File: config.mk
export PLATFORM = sky130hd
export DESIGN_NAME = palette_lookup
export DESIGN_NICKNAME = d
export VERILOG_FILES = /design/src/rtl/palette_pkg.sv /design/src/rtl/palette_lookup.sv
export SDC_FILE = /design/constraint.sdc
export NUM_CORES = 1
export LEC_CHECK = 0
export ABC_CLOCK_PERIOD_IN_PS = 3100
export BUFFER_PORTS_ARGS = -buffer_cell sky130_fd_sc_hd__clkbuf_2
export CELL_PAD_IN_SITES_DETAIL_PLACEMENT = 1
export CELL_PAD_IN_SITES_GLOBAL_PLACEMENT = 1
export CORE_MARGIN = 2
export CORE_UTILIZATION = 31
export CTS_CLUSTER_DIAMETER = 120
export DETAILED_ROUTE_END_ITERATION = 10
export PLACE_DENSITY = 0.91
export SYNTH_ARGS = -nofsm -noshare
export SYNTH_HDL_FRONTEND = slang
export SYNTH_SLANG_ARGS = --single-unit
export TNS_END_PERCENT = 1
File: constraint.sdc
create_clock -name clk_i -period 3.1 [get_ports clk_i]
set_clock_uncertainty 0.05 [all_clocks]
set_input_delay 0.155 -clock clk_i [delete_from_list [all_inputs] [get_ports clk_i]]
set_output_delay 0.155 -clock clk_i [all_outputs]
set_load 0.01 [all_outputs]
File: src/rtl/palette_pkg.sv
// Shared types and constants for the palette RAM video-side consumer.
package palette_pkg;

    localparam int PAL_ADDR_W = 8;
    localparam int PAL_DATA_W = 16;
    localparam int RGB_W      = 12;

    // One palette entry's colour payload, MSB first: {r, g, b}.
    typedef struct packed {
        logic [3:0] r;
        logic [3:0] g;
        logic [3:0] b;
    } rgb444_t;

    // CPU readback sequencer: issue address, wait for RAM data, pulse ack.
    typedef enum logic [1:0] {
        IDLE = 2'd0,
        WAIT = 2'd1,
        ACK  = 2'd2
    } pal_cpu_state_t;

    // Bits 15:12 of a palette entry carry no colour and are dropped here.
    function automatic rgb444_t entry_to_rgb(input logic [PAL_DATA_W-1:0] entry);
        return rgb444_t'(entry[RGB_W-1:0]);
    endfunction

endpackage

File: src/rtl/palette_lookup.sv
// Palette lookup: drives the palette RAM read port from the pixel stream,
// realigns sideband with the returned entry (latency 2), and lends free
// read slots to CPU palette readback.
//
// CPU handshake: cpu_rd_req_i is a level held (with a stable address) until
// the one-cycle cpu_rd_ack_o pulse; the requester drops it in the ack cycle.
// cpu_rd_data_o is valid in the ack cycle and held until the next ack.
module palette_lookup
    import palette_pkg::*;
#(
    parameter int SYNC_W = 2
) (
    input  logic                  clk_i,
    input  logic                  rst_i,
    input  logic                  pix_valid_i,
    input  logic [7:0]            pix_idx_i,
    input  logic                  pix_active_i,
    input  logic                  pix_border_i,
    input  logic [7:0]            border_idx_i,
    input  logic [SYNC_W-1:0]     pix_sync_i,
    output logic [7:0]            pal_rd_addr_o,
    input  logic [15:0]           pal_rd_data_i,
    input  logic                  cpu_rd_req_i,
    input  logic [7:0]            cpu_rd_addr_i,
    output logic                  cpu_rd_ack_o,
    output logic [15:0]           cpu_rd_data_o,
    output logic                  valid_o,
    output logic                  active_o,
    output logic [SYNC_W-1:0]     sync_o,
    output logic [11:0]           rgb_o
);

    pal_cpu_state_t state_q;
    pal_cpu_state_t state_d;

    logic              video_owned;
    logic              cpu_issue;

    // First pipeline stage: sideband for the slot whose entry the RAM is
    // reading right now.
    logic              valid_s1;
    logic              active_s1;
    logic              owned_s1;
    logic [SYNC_W-1:0] sync_s1;

    rgb444_t           rgb_q;

    // Video always wins the read port; the CPU only issues in a free slot
    // from IDLE. Reset blocks issue so nothing is driven while held in reset.
    assign video_owned = pix_valid_i && (pix_active_i || pix_border_i);
    assign cpu_issue   = (state_q == IDLE) && cpu_rd_req_i && !video_owned && !rst_i;

    // CPU FSM state register.
    always_ff @(posedge clk_i) begin
        if (rst_i) begin
            state_q <= IDLE;
        end else begin
            state_q <= state_d;
        end
    end

    // CPU FSM next-state: one cycle in WAIT for the RAM, one cycle in ACK.
    always_comb begin
        state_d = state_q;
        case (state_q)
            IDLE:    if (cpu_issue) state_d = WAIT;
            WAIT:    state_d = ACK;
            ACK:     state_d = IDLE;
            default: state_d = IDLE;
        endcase
    end

    // CPU FSM outputs and read-address mux (one owner per RAM cycle).
    always_comb begin
        cpu_rd_ack_o  = 1'b0;
        pal_rd_addr_o = 8'h00;
        if (state_q == ACK) begin
            cpu_rd_ack_o = 1'b1;
        end
        if (video_owned) begin
            pal_rd_addr_o = pix_active_i ? pix_idx_i : border_idx_i;
        end else if (cpu_issue) begin
            pal_rd_addr_o = cpu_rd_addr_i;
        end
    end

    // Capture the RAM word for the CPU while in WAIT; hold it until the next read.
    always_ff @(posedge clk_i) begin
        if (rst_i) begin
            cpu_rd_data_o <= 16'h0000;
        end else if (state_q == WAIT) begin
            cpu_rd_data_o <= pal_rd_data_i;
        end
    end

    // Stage 1 of the sideband delay line, aligned with RAM read data.
    always_ff @(posedge clk_i) begin
        if (rst_i) begin
            valid_s1  <= 1'b0;
            active_s1 <= 1'b0;
            owned_s1  <= 1'b0;
            sync_s1   <= '0;
        end else begin
            valid_s1  <= pix_valid_i;
            active_s1 <= pix_active_i;
            owned_s1  <= video_owned;
            sync_s1   <= pix_sync_i;
        end
    end

    // Stage 2: output registers; colour is blanked unless the slot owned the port.
    always_ff @(posedge clk_i) begin
        if (rst_i) begin
            valid_o  <= 1'b0;
            active_o <= 1'b0;
            sync_o   <= '0;
            rgb_q    <= '0;
        end else begin
            valid_o  <= valid_s1;
            active_o <= active_s1;
            sync_o   <= sync_s1;
            rgb_q    <= owned_s1 ? entry_to_rgb(pal_rd_data_i) : '0;
        end
    end

    assign rgb_o = rgb_q;

endmodule

==> results of run 1 <==
-- final timing paths --
check / end / cells after the start / slack (ns) / startpoint
setup / recovery: pal_rd_addr_o[2] / 5 / 1.43 / pix_active_i
hold / removal: sync_s1[0] / 2 / 0.02 / pix_sync_i[0]
setup reg to reg: cpu_rd_data_o[12] / 4 / 1.64 / state_q[0]
hold reg to reg: sync_o[0] / 1 / 0.40 / sync_s1[0]
-- cells in the mapped netlist --
master     number
a21oi_1        16
dfxtp_1        39
clkbuf_1        2
buf_6           1
buf_4           2
buf_2           5
o2bb2ai_1       8
o21a_1          1
and2_1         12
o21ai_4         1
nor2b_1        11
and4b_1         1
nand2b_1        1
nand2_1        32
nor2_1          2
mux2i_1         8
-- report_power, final --
group / internal [µW] / switching [µW] / total [µW]
logic: 57.1 / 63.6 / 121
registers: 519 / 7.11 / 526
clock network: 260 / 168 / 428
total: 837 / 239 / 1080
-- cell families (layout without fill, tap and decap cells) --
group / count (synthesis) / after routing / share of synthesized area
DFF: 39 / 39 / 0.565
and+or+nand+nor: 59 / 59 / 0.208
buffers and inverters: 10 / 97 / 0.0426
muxes: 8 / 8 / 0.0580
AOI/OAI and AO/OA: 26 / 26 / 0.126
-- registers in the layout (all words and copies together) (netlist names) --
name and count:
cpu_rd_data_o 16, state_q 2, owned_s1 1, rgb_o 12, sync_o 2, valid_o 1
active_s1 1, valid_s1 1, sync_s1 2, active_o 1
-- final cells by class --
cell class                 instances  area, µm²
clock buffer                       6       82.6
tap                               52       65.1
sequential                        39        781
timing repair buffer              89        448
multi-input combinational         93        542
clock inverter                     2       35.0
fill                             537       2370
-- worst max-delay path: cells and delay by family --
kind                   cells  cell delay, ns
AOI/OAI and AO/OA          2            0.47
and+or+nand+nor            1            0.44
buffers and inverters      2            0.39
-- stage by stage --
stage / utilization / total power, µW / worst slack (ns)
floorplan: - / 599 / 2.03
global placement: 0.424 / 657 / 1.49
detailed placement: 0.424 / 662 / 1.43
CTS: 0.452 / 1100 / 1.42
global route: 0.452 / 1120 / 1.30
finish: 0.452 / 1080 / 1.43
-- metal layers --
layer / track usage / part of all wire
met5: 0 / 0
met4: 0.0629 / 0.017
met3: 0.0484 / 0.089
met2: 0.270 / 0.48
met1: 0.147 / 0.41
==> impl_metrics.tcl, run 1 <==
set metrics [dict create \
    drtIter0Drc 24 \
    required_ns 2.89 \
    ys_seq_area_frac 0.565 \
    rsz0062_at_grt "no" \
    netlist_area_um2 1380 \
    initial_core_util 0.319 \
    syn2layout_area_growth_pct 41.4 \
    cts.sinks 39 \
    placed_cells 273 \
    syn-num-nets 190 \
    postRouteAntennaNets 0 \
    clockBufferDepth 2 \
    p_per_area_nw_per_um2 551 \
    via_per_inst 4.51 \
    cts_buffers 5 \
    h-tree-depth 2 \
    cpMostUsedCell "clkbuf_2" \
    cp-end-kind "output pin" \
    wl_per_cell_um 12.5 \
    synth_warnings 0 \
    fin_crit_sh 0.539 \
    antenna_found_initial 0 \
    yosysTopAreaCell "dfxtp_1" \
    maxCapViolCount 0 \
    status "finished clean" \
    die_w_um 70.8 \
    drc 0 \
    hold_path_class "input pin to flip-flop" \
    fin_tns_setup_ns 0 \
    grt_max_degree 28 \
    syn_inst 142 \
    design.portCount 89 \
    cp-start-kind "input pin" \
    yosys-top-cells-area "dfxtp_1, nand2_1, a21oi_1, mux2i_1, and2_1" \
    drive_gt1_frac 0.428 \
    final_area_um2 1950 \
    vias 1267 \
    clkTransAtPathRegs_ns 0.07 \
    totalWireLength_um 3500 \
    critical_path.max_stage_delay_ns 0.44 \
    cts_tree "yes" \
    yosysUniqueCellTypes 16 \
    ys_ff_latch 39 \
    cts_resized 0 \
    cp_slowest_cell "and4b_1" \
    period_needed_ns 1.67 \
    num-nets-final 276 \
    worst-path-max-fanout 11 \
    die_h_um 70.8 \
    dpl_cell_area_um2 1840 \
    post_cts_buffers 0 \
    final_cells 281 \
    crit_chain "clkbuf_2, o21ai_4, and4b_1, o2bb2ai_1, clkbuf_2" \
    root_buffer "clkbuf_8" \
    peakVddDrop_mv 0.184 \
    rows 24 \
    grt_overflow_total 0 \
    first_pass_iters 3 \
    hold_viol_final 0 \
    layout_commonest_cell "clkbuf_2" \
    place.gp.congestion 0.721 \
    holdWs_ns 0.0244 \
    grt_pass1_wl_um 5730 \
    clk_latency_ns 0.28 \
    portBuffers 88 \
    avgSynthCellArea_um2 9.73 \
    ctsHoldBuffers 0 \
    diodes 0 \
    synth_top_area_share 0.565 \
    maxSlewHeadroom 0.526 \
    hpwl_um 2750 \
    core_um2 4320 \
    critPathArrivalTime_ns 1.47 \
    grt_usage 0.146 \
    finalMaxSlewViolations 0 \
    final_cell_mix "clkbuf_2, dfxtp_1, nand2_1" \
    p_leak_uw 0.000947 \
    path_class "input pin to output pin" \
    tightest_slew_ns 0.710 \
    die_area_um2 5010 \
    fmax_mhz 598 \
    grt_pass1_vias 1305 \
    setup_viol_count_final 0 \
]
Power figures use the tool's default switching activity.
==> run 2, diff against run 1 <==
ABC_CLOCK_PERIOD_IN_PS = 1700   (was 3100)
CORE_UTILIZATION = 29   (was 31)
PLACE_DENSITY = 0.86   (was 0.91)
clock period = 1.7 ns   (was 3.1 ns; I/O delays follow)
==> run 2 against run 1 <==
Effect of this change:
- die area up 6.5%
- critical path depth shrank 1
- register-to-register slack worse by 1.2 ns
- global-route usage shrank 0.12 points
- sequential share of layout area shrank 3.8 points
- largest power group unchanged
==> impl_metrics.tcl, run 2 (synthesis results as in run 1) <==
set metrics [dict create \
    cp-start-kind "flip-flop" \
    critical_path.max_stage_delay_ns 0.39 \
    place.gp.congestion 0.669 \
    drtIter0Drc 30 \
    ctsHoldBuffers 18 \
    hpwl_um 2780 \
    design.portCount 89 \
    r2r_slack_ns 0.43 \
    required_ns 1.56 \
    worst-path-max-fanout 9 \
    syn2layout_area_growth_pct 56.1 \
    grt_pass1_vias 1312 \
    crit_chain "nor2_1, and4b_1, o2bb2ai_1, clkbuf_2" \
    p_leak_uw 0.00104 \
    path_class "flip-flop to output pin" \
    status "finished clean" \
    critPathBufInv 1 \
    die_w_um 73.0 \
    cpLargestDelayFamily "simple AND/OR/NAND/NOR gates" \
    power_frac_seq 0.511 \
    vias 1358 \
    totalWireLength_um 3730 \
    fmax_mhz 646 \
    cp-startpoint "state_q[1]" \
    cp-end-kind "output pin" \
    setup_viol_count_final 0 \
    critPathArrivalTime_ns 1.41 \
    die_h_um 73.0 \
    core_um2 4660 \
    combPwrFrac 0.139 \
    clockBufferDepth 2 \
    hold_start "pix_border_i" \
    cts.sinks 39 \
    p_sw_uw 423 \
    finalMaxSlewViolations 0 \
    num-nets-final 299 \
    grt_usage 0.144 \
    h-tree-depth 2 \
    p_per_area_nw_per_um2 871 \
    wl_per_cell_um 12.2 \
    top_register "cpu_rd_data_o" \
    grt_overflow_total 0 \
    peakVddDrop_mv 0.380 \
    initial_core_util 0.296 \
    cp_slowest_cell "and4b_1" \
    via_per_inst 4.44 \
    drc 0 \
    maxCapViolCount 0 \
    layout_commonest_cell "clkbuf_2" \
    die_area_um2 5330 \
    root_buffer "clkbuf_8" \
    clkTransAtPathRegs_ns 0.07 \
    cts_resized 0 \
    switching_share 0.225 \
    tightest_slew_ns 0.666 \
    hold_viol_final 0 \
    fin_crit_sh 0.910 \
    p_clk_frac 0.350 \
    fin_tns_setup_ns 0 \
    grt_pass1_wl_um 5880 \
    maxSlewHeadroom 0.555 \
    postRouteAntennaNets 0 \
    rsz0062_at_grt "no" \
    cts_tree "yes" \
    largest_reg_flops 16 \
    r2r-start "state_q[1]" \
    clk_latency_ns 0.28 \
    hold_path_class "input pin to flip-flop" \
    final_cell_mix "clkbuf_2, dfxtp_1, nand2_1" \
    period_needed_ns 1.55 \
    post_cts_buffers 0 \
    first_pass_iters 4 \
    rows 25 \
    portBuffers 88 \
    holdWs_ns 0.0250 \
    grt_max_degree 13 \
    p_int_uw 1460 \
    diodes 0 \
    drive_gt1_frac 0.405 \
    cts_buffers 5 \
    antenna_found_initial 0 \
]
run 2: cell types whose count changed in the layout (fill, tap and decap cells not counted), sizes merged:
cell / previous run / this run
bufinv: 1 / 0
clkinv: 1 / 0
dlygate4sd3: 0 / 18
clkbuf: 94 / 96
buf: 1 / 6
run 2: final timing paths:
path	endpoint	cells after the start
worst min-delay path	owned_s1	2
worst max-delay path	pal_rd_addr_o[0]	4
worst max register to register	cpu_rd_data_o[9]	4
worst min register to register	sync_o[1]	1
run 2: area by class of cell:
cell class | count | area, µm²
clock buffers | 8 | 100
fillers | 577 | 2500
multi-input cells | 93 | 542
flip-flops and latches | 39 | 781
well taps | 54 | 67.6
repair buffers | 112 | 666
run 2: worst reg2reg max path, cell delays in order, from the launching register on:
cell and delay [ns]:
dfxtp_1 0.36, nand2b_1 0.32, buf_4 0.25, nand2_1 0.07, a21oi_1 0.16
run 2: per-layer routing:
| layer | routed length [µm] | vias to the layer above | GRT usage |
|---|---|---|---|
| met5 | 0 | - | 0 |
| met4 | 24 | 0 | 0.0432 |
| met3 | 207 | 2 | 0.0442 |
| met2 | 2040 | 48 | 0.265 |
| met1 | 1460 | 627 | 0.157 |
| li1 | - | 681 | - |
run 2: power groups by stage:
stage               clock [µW]  sequential [µW]  combinational (µW)
global route               723              964                 289
finish                     658              960                 261
global placement             0              980                 226
floorplan                    0              992                 100
detailed placement           0              982                 232
CTS                        689              960                 264
run 2: per-stage QoR:
stage	power, µW	util	std cells	setup WS, ns	cell area [µm²]
after global routing	1980	0.463	306	0.0153	2160
after floorplan	1090	-	142	0.680	1380
after CTS	1910	0.463	306	0.106	2160
after global placement	1210	0.402	280	0.354	1880
after detailed placement	1210	0.402	280	0.309	1880
final	1880	0.463	306	0.153	2160
==> run 3, diff against run 2 <==
RECOVER_POWER = 100   (was default)
SETUP_SLACK_MARGIN = 0.02   (was default)
==> run 3 against run 2 <==
Effect of this change:
- cell count stayed put
- core utilization is 1.3 points lower
- global-route usage stayed put
- first-iteration DRC count is 10% lower
- final area is 2.7% lower
- die area stayed put
- highest routed layer unchanged
- count of clock-buffer cells in the layout stayed put
==> impl_metrics.tcl, run 3 (synthesis results as in run 1) <==
set metrics [dict create \
    grt_max_degree 13 \
    wl_per_cell_um 12.3 \
    cts.sinks 39 \
    num-nets-final 299 \
    critPathArrivalTime_ns 1.37 \
    top_register "cpu_rd_data_o" \
    hold_path_class "input pin to flip-flop" \
    peakVddDrop_mv 0.385 \
    drtIter0Drc 27 \
    die_h_um 73.0 \
    portBuffers 88 \
    largest_reg_flops 16 \
    clkTransAtPathRegs_ns 0.07 \
    r2r-start "state_q[0]" \
    core_um2 4660 \
    grt_pass1_vias 1312 \
    rsz0062_at_grt "no" \
    reg2reg_depth 4 \
    totalWireLength_um 3770 \
    finalMaxSlewViolations 0 \
    worst-path-max-fanout 9 \
    design.portCount 89 \
    antenna_found_initial 0 \
    required_ns 1.56 \
    postRouteAntennaNets 0 \
    maxCapViolCount 0 \
    r2r_slack_ns 0.38 \
    h-tree-depth 2 \
    diodes 0 \
    dpl_cell_area_um2 1880 \
    initial_core_util 0.296 \
    hold_start "pix_border_i" \
    p_leak_uw 0.000881 \
    place.gp.congestion 0.669 \
    first_pass_iters 2 \
    post_cts_buffers 0 \
    critPathBufInv 1 \
    via_per_inst 4.42 \
    fin_tns_setup_ns 0 \
    seq_area_um2 781 \
    die_w_um 73.0 \
    tightest_slew_ns 0.694 \
    r2r-end "cpu_rd_data_o[9]" \
    maxSlewHeadroom 0.536 \
    clk_latency_ns 0.28 \
    cts_tree "yes" \
    status "finished clean" \
    crit_chain "nor2_1, and4b_2, o2bb2ai_1, clkbuf_1" \
    cts_buffers 5 \
    period_needed_ns 1.50 \
    min_to "owned_s1" \
    fmax_mhz 665 \
    layout_commonest_cell "clkbuf_2" \
    path_class "flip-flop to output pin" \
    grt_pass1_wl_um 5880 \
    drive_gt1_frac 0.234 \
    grt_usage 0.144 \
    final_util 0.450 \
    holdPathStages 2 \
    p_per_area_nw_per_um2 890 \
    cp-end-kind "output pin" \
    clockBufferDepth 2 \
    multi_input_area_um2 543 \
    cpLargestDelayFamily "simple AND/OR/NAND/NOR gates" \
    final_cell_mix "clkbuf_2, clkbuf_1, dfxtp_1" \
    critical_path.max_stage_delay_ns 0.34 \
    rows 25 \
    hpwl_um 2780 \
    setup_viol_count_final 0 \
    fill_cells 587 \
    die_area_um2 5330 \
    root_buffer "clkbuf_8" \
    fin_crit_sh 0.885 \
    hold_viol_final 0 \
    cp_slowest_cell "and4b_2" \
    final_area_um2 2100 \
    cp-start-kind "flip-flop" \
    grt_overflow_total 0 \
    vias 1352 \
    drc 0 \
    syn2layout_area_growth_pct 51.8 \
]
-- run 3: cell count changes in the layout (fill, tap and decap cells not counted) --
cell and delta:
and2_0 +7, and4b_2 +1, clkbuf_2 -42, and4b_1 -1, buf_4 -2, and2_1 -7, clkbuf_1 +44
-- run 3: cell type report --
type                            count  area share
Clock buffer                        8      0.0477
Multi-Input combinational cell     93       0.259
Sequential cell                    39       0.372
Tap cell                           54      0.0322
Timing Repair Buffer              112       0.289
-- run 3: through the flow --
stage / total power (µW) / worst slack (ns) / hold WS (ns) / cells
2_1_floorplan: 1090 / 0.680 / 0.157 / 142
3_3_place_gp: 1210 / 0.354 / 0.254 / 280
3_5_place_dp: 1210 / 0.309 / 0.255 / 280
4_1_cts: 1910 / 0.106 / 0.0143 / 306
5_1_grt: 1960 / 0.0802 / 0.0245 / 306
6_report: 1870 / 0.196 / 0.0230 / 306
-- run 3: per-layer routing --
| layer | global-route usage | share of wire |
|---|---|---|
| met5 | 0 | 0 |
| met4 | 0.0432 | 0.012 |
| met3 | 0.0442 | 0.059 |
| met2 | 0.265 | 0.53 |
| met1 | 0.157 | 0.40 |
-- run 3: worst max path at each step --
stage | depth (start not counted) | to | from | slack [ns]
floorplan | 5 | cpu_rd_data_o[10] | state_q[1] | 0.68
global placement | 5 | pal_rd_addr_o[5] | pix_border_i | 0.35
detailed placement | 5 | pal_rd_addr_o[0] | pix_border_i | 0.31
CTS | 4 | pal_rd_addr_o[0] | state_q[1] | 0.11
global route | 4 | pal_rd_addr_o[5] | state_q[1] | 0.08
finish | 4 | pal_rd_addr_o[0] | state_q[1] | 0.20
-- run 3: worst reg2reg max path: stages (launching register included) --
cell and delay [ns]:
dfxtp_1 0.37, nor2b_1 0.18, clkbuf_1 0.40, nand2_1 0.10, a21oi_1 0.15
-- run 3: repair_timing --
item	4_1_cts	5_1_grt
setup endpoints to repair	0	1
hold buffers	18	0
endpoints found under the hold margin	28	0
gates resized for setup	0	1
-- run 3: power breakdown --
group	total [µW]	internal [µW]	switching [µW]
logic	248	125	122
registers	960	947	12.9
clock network	659	370	290
total	1870	1440	425
